<file path="src/rtl/mips_pkg.sv">
// -----------------------------------------------------------------------------
// mips_pkg
// Shared definitions for the MIPS core front end.
//   fetch_state_t : fetch sequencer states (IDLE, REQ, OUT, FLUSH)
//   WORD_BYTES    : byte distance between consecutive instruction words
//   XLEN          : datapath / address width
// -----------------------------------------------------------------------------
package mips_pkg;

   localparam int XLEN = 32;
   localparam logic [XLEN-1:0] WORD_BYTES = 32'd4;

   typedef enum logic [1:0] {
      IDLE  = 2'd0,
      REQ   = 2'd1,
      OUT   = 2'd2,
      FLUSH = 2'd3
   } fetch_state_t;

endpackage

</file>
<file path="src/rtl/adder.sv">
// -----------------------------------------------------------------------------
// adder
// Plain unsigned adder; the carry out of the top bit is dropped so the
// result wraps modulo 2^WIDTH.
//   a, b : operands
//   sum  : a + b (modulo 2^WIDTH)
// -----------------------------------------------------------------------------
module adder #(
   parameter int WIDTH = 32
) (
   input  logic [WIDTH-1:0] a,
   input  logic [WIDTH-1:0] b,
   output logic [WIDTH-1:0] sum
);

   assign sum = a + b;

endmodule

</file>
<file path="src/rtl/pc_fetch.sv">
// -----------------------------------------------------------------------------
// pc_fetch
// Instruction-fetch front end. Holds the PC, fetches one word at a time from
// instruction memory over a req/ack handshake and hands each instruction to
// decode over a valid/ready handshake. Branch/jump redirects from execute
// replace the PC; a redirect that arrives while a memory read is in flight
// marks that read as stale so its data is thrown away when it returns.
//   clk, rst_n        : clock, asynchronous active-low reset
//   imem_req/addr     : fetch request and word-aligned address (held until ack)
//   imem_ack/rdata    : one-cycle ack with instruction data
//   redirect_valid/pc : one-cycle redirect pulse and its target
//   if_valid/ready    : handshake towards decode
//   if_instr/pc/pc_plus4 : fetched instruction, its address and address+4
// -----------------------------------------------------------------------------
module pc_fetch
   import mips_pkg::*;
#(
   parameter logic [31:0] RESET_PC = 32'h0000_0000
) (
   input  logic        clk,
   input  logic        rst_n,
   output logic        imem_req,
   output logic [31:0] imem_addr,
   input  logic        imem_ack,
   input  logic [31:0] imem_rdata,
   input  logic        redirect_valid,
   input  logic [31:0] redirect_pc,
   output logic        if_valid,
   input  logic        if_ready,
   output logic [31:0] if_instr,
   output logic [31:0] if_pc,
   output logic [31:0] if_pc_plus4
);

   fetch_state_t state;
   logic [XLEN-1:0] pc;
   logic [XLEN-1:0] req_addr;
   logic [XLEN-1:0] req_addr_plus4;
   logic [XLEN-1:0] target_pc;

   // Redirect targets are forced to word alignment; masking keeps every bit
   // of the input in use rather than slicing off the low two.
   assign target_pc = redirect_pc & ~32'h0000_0003;

   // One shared incrementer: the sequential next PC and the PC+4 handed to
   // decode are the same value, computed from the address being fetched.
   adder #(
      .WIDTH(XLEN)
   ) u_adder (
      .a  (req_addr),
      .b  (WORD_BYTES),
      .sum(req_addr_plus4)
   );

   // A request is on the bus both for a live fetch and for a stale one we
   // are still waiting to be acked.
   assign imem_req  = (state == REQ) || (state == FLUSH);
   assign imem_addr = req_addr;

   // Fetch sequencer. req_addr only ever changes when leaving IDLE/OUT or on
   // an ack, so the bus address stays put while a request is pending even if
   // a redirect rewrites pc in the meantime.
   always_ff @(posedge clk or negedge rst_n) begin
      if (!rst_n) begin
         state       <= IDLE;
         pc          <= RESET_PC;
         req_addr    <= RESET_PC;
         if_valid    <= 1'b0;
         if_instr    <= '0;
         if_pc       <= '0;
         if_pc_plus4 <= '0;
      end else begin
         case (state)
            IDLE: begin
               state <= REQ;
               if (redirect_valid) begin
                  pc       <= target_pc;
                  req_addr <= target_pc;
               end else begin
                  req_addr <= pc;
               end
            end

            REQ: begin
               if (redirect_valid && imem_ack) begin
                  pc       <= target_pc;
                  req_addr <= target_pc;
                  state    <= REQ;
               end else if (redirect_valid) begin
                  pc    <= target_pc;
                  state <= FLUSH;
               end else if (imem_ack) begin
                  if_instr    <= imem_rdata;
                  if_pc       <= req_addr;
                  if_pc_plus4 <= req_addr_plus4;
                  if_valid    <= 1'b1;
                  pc          <= req_addr_plus4;
                  state       <= OUT;
               end
            end

            OUT: begin
               // A redirect drops the held instruction even if decode takes
               // it in the same cycle.
               if (redirect_valid) begin
                  if_valid <= 1'b0;
                  pc       <= target_pc;
                  req_addr <= target_pc;
                  state    <= REQ;
               end else if (if_valid && if_ready) begin
                  if_valid <= 1'b0;
                  req_addr <= pc;
                  state    <= REQ;
               end
            end

            FLUSH: begin
               // The newest redirect wins; stale data on ack is ignored.
               if (redirect_valid) begin
                  pc <= target_pc;
               end
               if (imem_ack) begin
                  req_addr <= redirect_valid ? target_pc : pc;
                  state    <= REQ;
               end
            end

            default: begin
               state <= IDLE;
            end
         endcase
      end
   end

endmodule

</file>
<file path="config.mk">
export PLATFORM = sky130hd
export DESIGN_NAME = pc_fetch
export DESIGN_NICKNAME = d
export VERILOG_FILES = /design/src/rtl/mips_pkg.sv /design/src/rtl/adder.sv /design/src/rtl/pc_fetch.sv
export SDC_FILE = /design/constraint.sdc
export NUM_CORES = 1
export LEC_CHECK = 0
export ABC_AREA = 1
export ABC_CLOCK_PERIOD_IN_PS = 2100
export CAP_MARGIN = 20
export CORE_MARGIN = 5
export CORE_UTILIZATION = 49
export CTS_BUF_LIST = sky130_fd_sc_hd__clkbuf_8
export DETAILED_ROUTE_END_ITERATION = 12
export PLACE_DENSITY = 0.88
export REMOVE_ABC_BUFFERS = 1
export SYNTH_ARGS = -nofsm -noshare
export SYNTH_HDL_FRONTEND = slang
export SYNTH_HIERARCHICAL = 1
export SYNTH_SLANG_ARGS = --single-unit
</file>
<file path="constraint.sdc">
create_clock -name clk -period 2.1 [get_ports clk]
set_clock_uncertainty 0.15 [all_clocks]
set_input_delay 0.21 -clock clk [delete_from_list [all_inputs] [get_ports clk]]
set_output_delay 0.21 -clock clk [all_outputs]
set_load 0.02 [all_outputs]
</file>
==> results.sh, run 1 <==
export IMPL_violations="setup timing"
export IMPL_holdWs_ps=74.55
export IMPL_rrSetupSlack_ps=-140
export IMPL_dr_first_iter_drc_count=895
export IMPL_synth_top_area_share_pct=40.28
export IMPL_gr_usage_all_layers_pct=26.21
export IMPL_ys_seq_area_share_pct=40.28
export IMPL_hold_path_class="in -> async"
export IMPL_setup_ws_ps=-141.3
export IMPL_r2r_cells=16
export IMPL_antenna_found_initial=0
export IMPL_endpoint_kind="register"
export IMPL_drt_total_wl_um=32830
export IMPL_synth_largest_area_cell="dfrtp_1"
export IMPL_crit_slowest_cell="dfrtp_1"
export IMPL_drc=0
export IMPL_wl_per_cell_um=15.43
export IMPL_overflow=0
export IMPL_rsz0062_at_grt="true"
export IMPL_slew_viol_final=0
export IMPL_rows=52
export IMPL_grt_max_degree=90
export IMPL_layout_drive_gt1_share_pct=16.37
export IMPL_h_tree_depth=4
export IMPL_core_area_um2=20300
export IMPL_die_y_um=153.8
export IMPL_tightest_slew_ps=711.6
export IMPL_ios=199
export IMPL_cellLeakagePower_nw=7.979
export IMPL_antenna_left=0
export IMPL_fin_tns_setup_ps=-656.0
export IMPL_outcome="finished, violations left"
export IMPL_cp_common_cell="nand2_1"
export IMPL_ctsLongestPathBuffers=2
export IMPL_worst_skew_pair_late_latency_ps=470
export IMPL_netlist_area_um2=10130
export IMPL_hold_viol=0
export IMPL_yosysUniqueCellTypes=33
export IMPL_grt_pass1_wl_um=51120
export IMPL_antenna_diode_count=0
export IMPL_critPathRequiredTime_ps=2370
export IMPL_yosysWarnings=6
export IMPL_cts_tree="yes"
export IMPL_max_freq_ghz=0.4462
export IMPL_dp_hpwl_um=22590
export IMPL_p_per_area_nw_per_um2=1298
export IMPL_grtUsageMet3_pct=4.469
export IMPL_worstPathArrival_ps=2510
export IMPL_rr_endpoint="pc[19]$_DFFE_PN0P_"
export IMPL_synth_seq_cells=163
export IMPL_dp_cells=2078
export IMPL_synth_area_top_cells="dfrtp_1, nand2_1, inv_1"
export IMPL_critPathMaxFanout=4
export IMPL_crit_type="reg -> reg"
export IMPL_viasPerCell=5.143
export IMPL_die_x_um=153.8
export IMPL_maxCapViolCount=0
export IMPL_fin_crit_ps=2241
export IMPL_peakVddDrop_mv=0.7893
export IMPL_dr_pass1_iters=5
export IMPL_grt_pass1_vias=10540
export IMPL_vias=10940
export IMPL_setup_viol=14
export IMPL_area_delta_synth_final_pct=41.59
export IMPL_met1_usage_pct=34.79
export IMPL_netlist_instances=1555
export IMPL_r2r_start="imem_addr[2]$_DFFE_PN0P_"
export IMPL_portBuffers=196
export IMPL_slowest_delay_ps=430
export IMPL_grt_busiest_layer="met2"
export IMPL_slew_headroom_pct=52.49
export IMPL_start_util_pct=49.89
export IMPL_nets=1945
export IMPL_critPathLaunchType="register"
export IMPL_fin_cells=2127
export IMPL_dieArea_um2=23640
export IMPL_syn_area_per_cell_um2=6.513
export IMPL_clk_pin_slew_ps=110
export IMPL_cts_sinks=163
export IMPL_gp_congestion=1.003
export IMPL_root_buffer="clkbuf_8"
export IMPL_grt_util_met2_pct=43.35
export IMPL_cts_inserted_buffers=17
export IMPL_period_share_pct=106.7
export IMPL_path_cells="ha_4 -> nor2_1 -> nand2_2 -> nand3_2 -> nand2_2 -> nand2_2 -> nand2_4 -> nand2_1 -> nand3_1 -> nand2_2 -> inv_2 -> o21ai_1 -> nand2_1 -> nand2_1 -> nand2_1 -> nand2_1"
[cells in the mapped netlist (all sizes together)]
master / n
nand2: 840
inv: 209
dfrtp: 163
o21ai: 95
nand3: 61
nor2: 45
buf: 33
ha: 31
clkbuf: 25
a21oi: 20
xor2: 14
nor3: 6
nand4: 3
conb: 2
o21bai: 2
xnor2: 2
a21o: 1
clkinv: 1
fa: 1
or2: 1
[logic make-up (layout without fill, tap and decap cells)]
| logic type | after synthesis | in the layout | share of synthesized area [%] |
|---|---|---|---|
| xor+xnor | 16 | 16 | 1.384 |
| buf+inv | 268 | 539 | 10.65 |
| fa+ha+maj | 32 | 32 | 4.028 |
| flops | 163 | 163 | 40.28 |
| simple gates | 956 | 956 | 37.65 |
| other cells | 2 | 33 | 0.07416 |
| compound gates | 118 | 118 | 5.943 |
[power by group]
group | total [W] | switching [W] | internal [W]
logic | 0.0109 | 0.00623 | 0.00471
clock network | 0.00258 | 0.00133 | 0.00124
registers | 0.00509 | 0.000773 | 0.00432
[timing repair]
action,CTS,global route
resized for setup,50,141
endpoints found under the hold margin,163,0
hold buffers,1,0
endpoints found under the setup margin,30,37
pin swaps,9,68
setup buffers,2,14
gates cloned,0,0
[sequential cells by signal, summed over array words and instances (netlist names)]
signal,count
if_instr,32
if_pc,32
if_pc_plus4,32
if_valid,1
imem_addr,32
pc,32
state,2
[metrics by stage]
stage / util (%) / worst slack, ps / area [um^2] / total power (W)
3_5_place_dp: 64.00 / -220.8 / 12990 / 0.01441
6_report: 70.64 / -141.3 / 14340 / 0.01861
3_3_place_gp: 64.00 / -85.73 / 12990 / 0.01415
2_1_floorplan: - / -1155 / 9958 / 0.01006
4_1_cts: 67.68 / -21.50 / 13740 / 0.01739
5_1_grt: 70.64 / -238.4 / 14340 / 0.01980
[layer usage]
metal,vias up,wire (um)
li1,5206,-
met1,5096,13830
met2,527,15550
met3,110,2392
met4,0,1058
met5,-,0
[cells in the final DEF, fill, tap and decap left out, types with 3 or more instances in the layout]
| cell | n |
|---|---|
| nand3_4 | 5 |
| conb_1 | 33 |
| inv_2 | 21 |
| xor2_1 | 4 |
| dfrtp_1 | 162 |
| o21ai_0 | 65 |
| a21oi_1 | 19 |
| nor2_4 | 7 |
| buf_12 | 8 |
| nor3_2 | 3 |
| nor2_1 | 22 |
| o21ai_2 | 3 |
| nand2_1 | 776 |
| nand2_2 | 46 |
| dlymetal6s2s_1 | 6 |
| nor2_2 | 16 |
| xor2_2 | 8 |
| ha_1 | 6 |
| nand3_1 | 47 |
| clkdlybuf4s50_1 | 187 |
| nand3_2 | 9 |
| bufinv_16 | 3 |
| nor3_4 | 3 |
| inv_6 | 5 |
| buf_4 | 92 |
| inv_1 | 188 |
| clkinvlp_4 | 3 |
| nand4_1 | 3 |
| ha_4 | 23 |
| clkbuf_8 | 18 |
| o21ai_1 | 27 |
| nand2_4 | 18 |
[worst max path at each step]
stage                             startpoint                    to  cells after the start
CTS                 imem_addr[2]$_DFFE_PN0P_    pc[19]$_DFFE_PN0P_                     15
global placement    imem_addr[4]$_DFFE_PN0P_    pc[25]$_DFFE_PN0P_                     16
detailed placement  imem_addr[4]$_DFFE_PN0P_    pc[25]$_DFFE_PN0P_                     16
global route        imem_addr[2]$_DFFE_PN0P_    pc[19]$_DFFE_PN0P_                     16
finish              imem_addr[2]$_DFFE_PN0P_    pc[19]$_DFFE_PN0P_                     16
floorplan               state[0]$_DFFE_PN0P_  if_valid$_DFFE_PN0P_                      4
[cell type report]
class                   count  area [um^2]
flip-flops and latches    163         4080
inverters                 210        793.3
clock inverters            14        187.7
well taps                 270        337.8
fillers                  1598         5961
repair buffers            297         2833
multi-input cells        1155         5859
clock buffers              18        247.7
[worst max-delay path: cells and delay by family, from the launching register on]
| family | cells | cell delay (ps) |
|---|---|---|
| buf+inv | 1 | 50 |
| simple gates | 13 | 1270 |
| flops | 1 | 430 |
| fa+ha+maj | 1 | 190 |
| compound gates | 1 | 110 |
Note: power is estimated with default switching activity, not from simulation.
==> run 2, diff against run 1 <==
--- a/config.mk
+++ b/config.mk
@@ -9,10 +9,9 @@
 export ABC_CLOCK_PERIOD_IN_PS = 2100
 export CAP_MARGIN = 20
 export CORE_MARGIN = 5
-export CORE_UTILIZATION = 49
-export CTS_BUF_LIST = sky130_fd_sc_hd__clkbuf_8
+export CORE_UTILIZATION = 48
 export DETAILED_ROUTE_END_ITERATION = 12
-export PLACE_DENSITY = 0.88
+export PLACE_DENSITY = 0.87
 export REMOVE_ABC_BUFFERS = 1
 export SYNTH_ARGS = -nofsm -noshare
 export SYNTH_HDL_FRONTEND = slang
==> run 2 against run 1 <==
  * The flow still finishes with violations (setup timing)
  * Core utilization shrank 0.62 points
  * First-iteration DRC count increased by 38%
  * Count of clock-buffer cells in the layout is the same
  * Total power up 5.8%
  * Global-route usage grew 0.37 points
  * Via count is 1.3% higher
==> results.sh, run 2 (synthesis results as in run 1) <==
export IMPL_core_area_um2=20890
export IMPL_gp_congestion=0.9771
export IMPL_maxCapViolCount=0
export IMPL_die_x_um=155.3
export IMPL_overflow=0
export IMPL_cp_startpoint="imem_addr[12]$_DFFE_PN0P_"
export IMPL_crit_family="simple AND/OR/NAND/NOR gates"
export IMPL_rsz0062_at_grt="true"
export IMPL_max_freq_ghz=0.4641
export IMPL_place_area_um2=13060
export IMPL_internal_power_w=0.01115
export IMPL_path_cells="ha_4 -> nand2_4 -> inv_2 -> nand2_4 -> nor3_4 -> nand2_2 -> nand2_4 -> nand2_2 -> nand2_1 -> nand2_1 -> nand2_1 -> inv_2 -> o21ai_1 -> nand2_1 -> nand2_1 -> nand2_1 -> nand2_1"
export IMPL_fin_tns_setup_ps=-397.7
export IMPL_crit_slowest_cell="dfrtp_1"
export IMPL_gr_usage_all_layers_pct=26.59
export IMPL_rr_endpoint="pc[21]$_DFFE_PN0P_"
export IMPL_cts_tree="yes"
export IMPL_viasPerCell=5.193
export IMPL_switching_power_w=0.008550
export IMPL_p_per_area_nw_per_um2=1347
export IMPL_grt_pass1_wl_um=51920
export IMPL_cellLeakagePower_nw=8.076
export IMPL_worst_skew_pair_late_latency_ps=440
export IMPL_antenna_diode_count=0
export IMPL_design_area_um2=14630
export IMPL_slowest_delay_ps=390
export IMPL_period_share_pct=102.6
export IMPL_setup_ws_ps=-54.88
export IMPL_outcome="finished, violations left"
export IMPL_swShare_pct=43.40
export IMPL_critPathMaxFanout=4
export IMPL_grt_max_degree=62
export IMPL_antenna_found_initial=1
export IMPL_dp_hpwl_um=22940
export IMPL_cp_common_cell="nand2_1"
export IMPL_dr_pass1_iters=6
export IMPL_hold_viol=0
export IMPL_h_tree_depth=4
export IMPL_clkPwrFrac_pct=17.4
export IMPL_slew_headroom_pct=52.81
export IMPL_comb_power_share_pct=56.6
export IMPL_crit_type="reg -> reg"
export IMPL_critPathRequiredTime_ps=2320
export IMPL_drt_total_wl_um=34380
export IMPL_p_seq_share_pct=26.0
export IMPL_layout_drive_gt1_share_pct=16.52
export IMPL_final_common_cell="nand2_1"
export IMPL_r2r_cells=17
export IMPL_rrSetupSlack_ps=-50
export IMPL_ctsLongestPathBuffers=2
export IMPL_setup_viol=14
export IMPL_ios=199
export IMPL_worstPathArrival_ps=2380
export IMPL_violations="setup timing"
export IMPL_start_util_pct=48.48
export IMPL_dieArea_um2=24100
export IMPL_peakVddDrop_mv=0.7103
export IMPL_vias=11080
export IMPL_final_fill_count=1548
export IMPL_cts_sinks=163
export IMPL_root_buffer="clkbuf_16"
export IMPL_r2r_start="imem_addr[12]$_DFFE_PN0P_"
export IMPL_path_buf_inv=2
export IMPL_die_y_um=155.3
export IMPL_hold_path_class="in -> async"
export IMPL_dr_first_iter_drc_count=1232
export IMPL_tightest_slew_ps=706.8
export IMPL_nets=1946
export IMPL_cts_inserted_buffers=17
export IMPL_portBuffers=196
export IMPL_holdWs_ps=139.9
export IMPL_wl_per_cell_um=16.12
export IMPL_area_delta_synth_final_pct=44.43
export IMPL_rows=53
export IMPL_drc=0
export IMPL_antenna_left=0
export IMPL_fin_crit_ps=2155
export IMPL_clk_pin_slew_ps=70
export IMPL_endpoint_kind="register"
export IMPL_slew_viol_final=0
export IMPL_grt_pass1_vias=10580
export IMPL_critPathLaunchType="register"
export IMPL_final_cell_mix="nand2_1, clkdlybuf4s50_1, inv_1, dfrtp_1, buf_4"
==> run 2: worst max-delay path by stage <==
stage / to / slack [ps] / depth (start not counted)
floorplan: if_valid$_DFFE_PN0P_ / -1160 / 4
global placement: pc[25]$_DFFE_PN0P_ / -70 / 16
detailed placement: pc[17]$_DFFE_PN0P_ / -130 / 16
CTS: pc[26]$_DFFE_PN0P_ / 0.6 / 16
global route: pc[21]$_DFFE_PN0P_ / -190 / 17
finish: pc[21]$_DFFE_PN0P_ / -50 / 17
==> run 2: power by group through the flow <==
stage / Sequential (W) / Clock [W] / Combinational [W]
after floorplan: 0.00625 / 0 / 0.00381
after global placement: 0.00500 / 0 / 0.00922
after detailed placement: 0.00506 / 0 / 0.00942
after CTS: 0.00509 / 0.00348 / 0.00978
after global routing: 0.00528 / 0.00359 / 0.0119
final: 0.00512 / 0.00343 / 0.0112
==> run 2: worst register-to-register path: stages (launching register included) <==
cell and delay (ps):
dfrtp_1 390, ha_4 210, nand2_4 90, inv_2 100, nand2_4 70, nor3_4 180
nand2_2 90, nand2_4 100, nand2_2 70, nand2_1 60, nand2_1 50, nand2_1 80
inv_2 40, o21ai_1 110, nand2_1 60, nand2_1 70, nand2_1 50, nand2_1 110
==> run 2: area by class of cell <==
class                      count  area [um^2]  share of cell area [%]
clock inverter                14        197.7                   1.352
sequential                   163         4079                   27.89
clock buffer                  18        439.2                   3.003
timing repair buffer         298         2854                   19.51
tap                          275        344.1                   2.352
inverter                     210        800.8                   5.475
multi-input combinational   1155         5912                   40.42
==> run 2: timing repair <==
action	4_1_cts	5_1_grt
resized for setup	44	158
hold buffers	1	0
hold endpoints to repair	143	0
setup buffers	2	10
pin swaps	12	68
endpoints found under the setup margin	30	38
==> run 2: per-layer routing <==
metal	GRT usage, %	part of all wire (%)	vias up
li1	-	-	5217
met1	35.45	40	5115
met2	44.29	47	609
met3	3.755	8.8	133
met4	9.837	3.8	2
met5	0	0.023	-
==> run 2: per-stage QoR <==
stage	utilization (%)	power, W	setup WS (ps)	instances
finish	70.02	0.01970	-54.88	2133
global route	70.02	0.02081	-185.7	2133
CTS	67.07	0.01834	0.5573	2123
detailed placement	62.52	0.01447	-131.4	2088
global placement	62.52	0.01422	-71.29	2088
floorplan	-	0.01006	-1155	1528
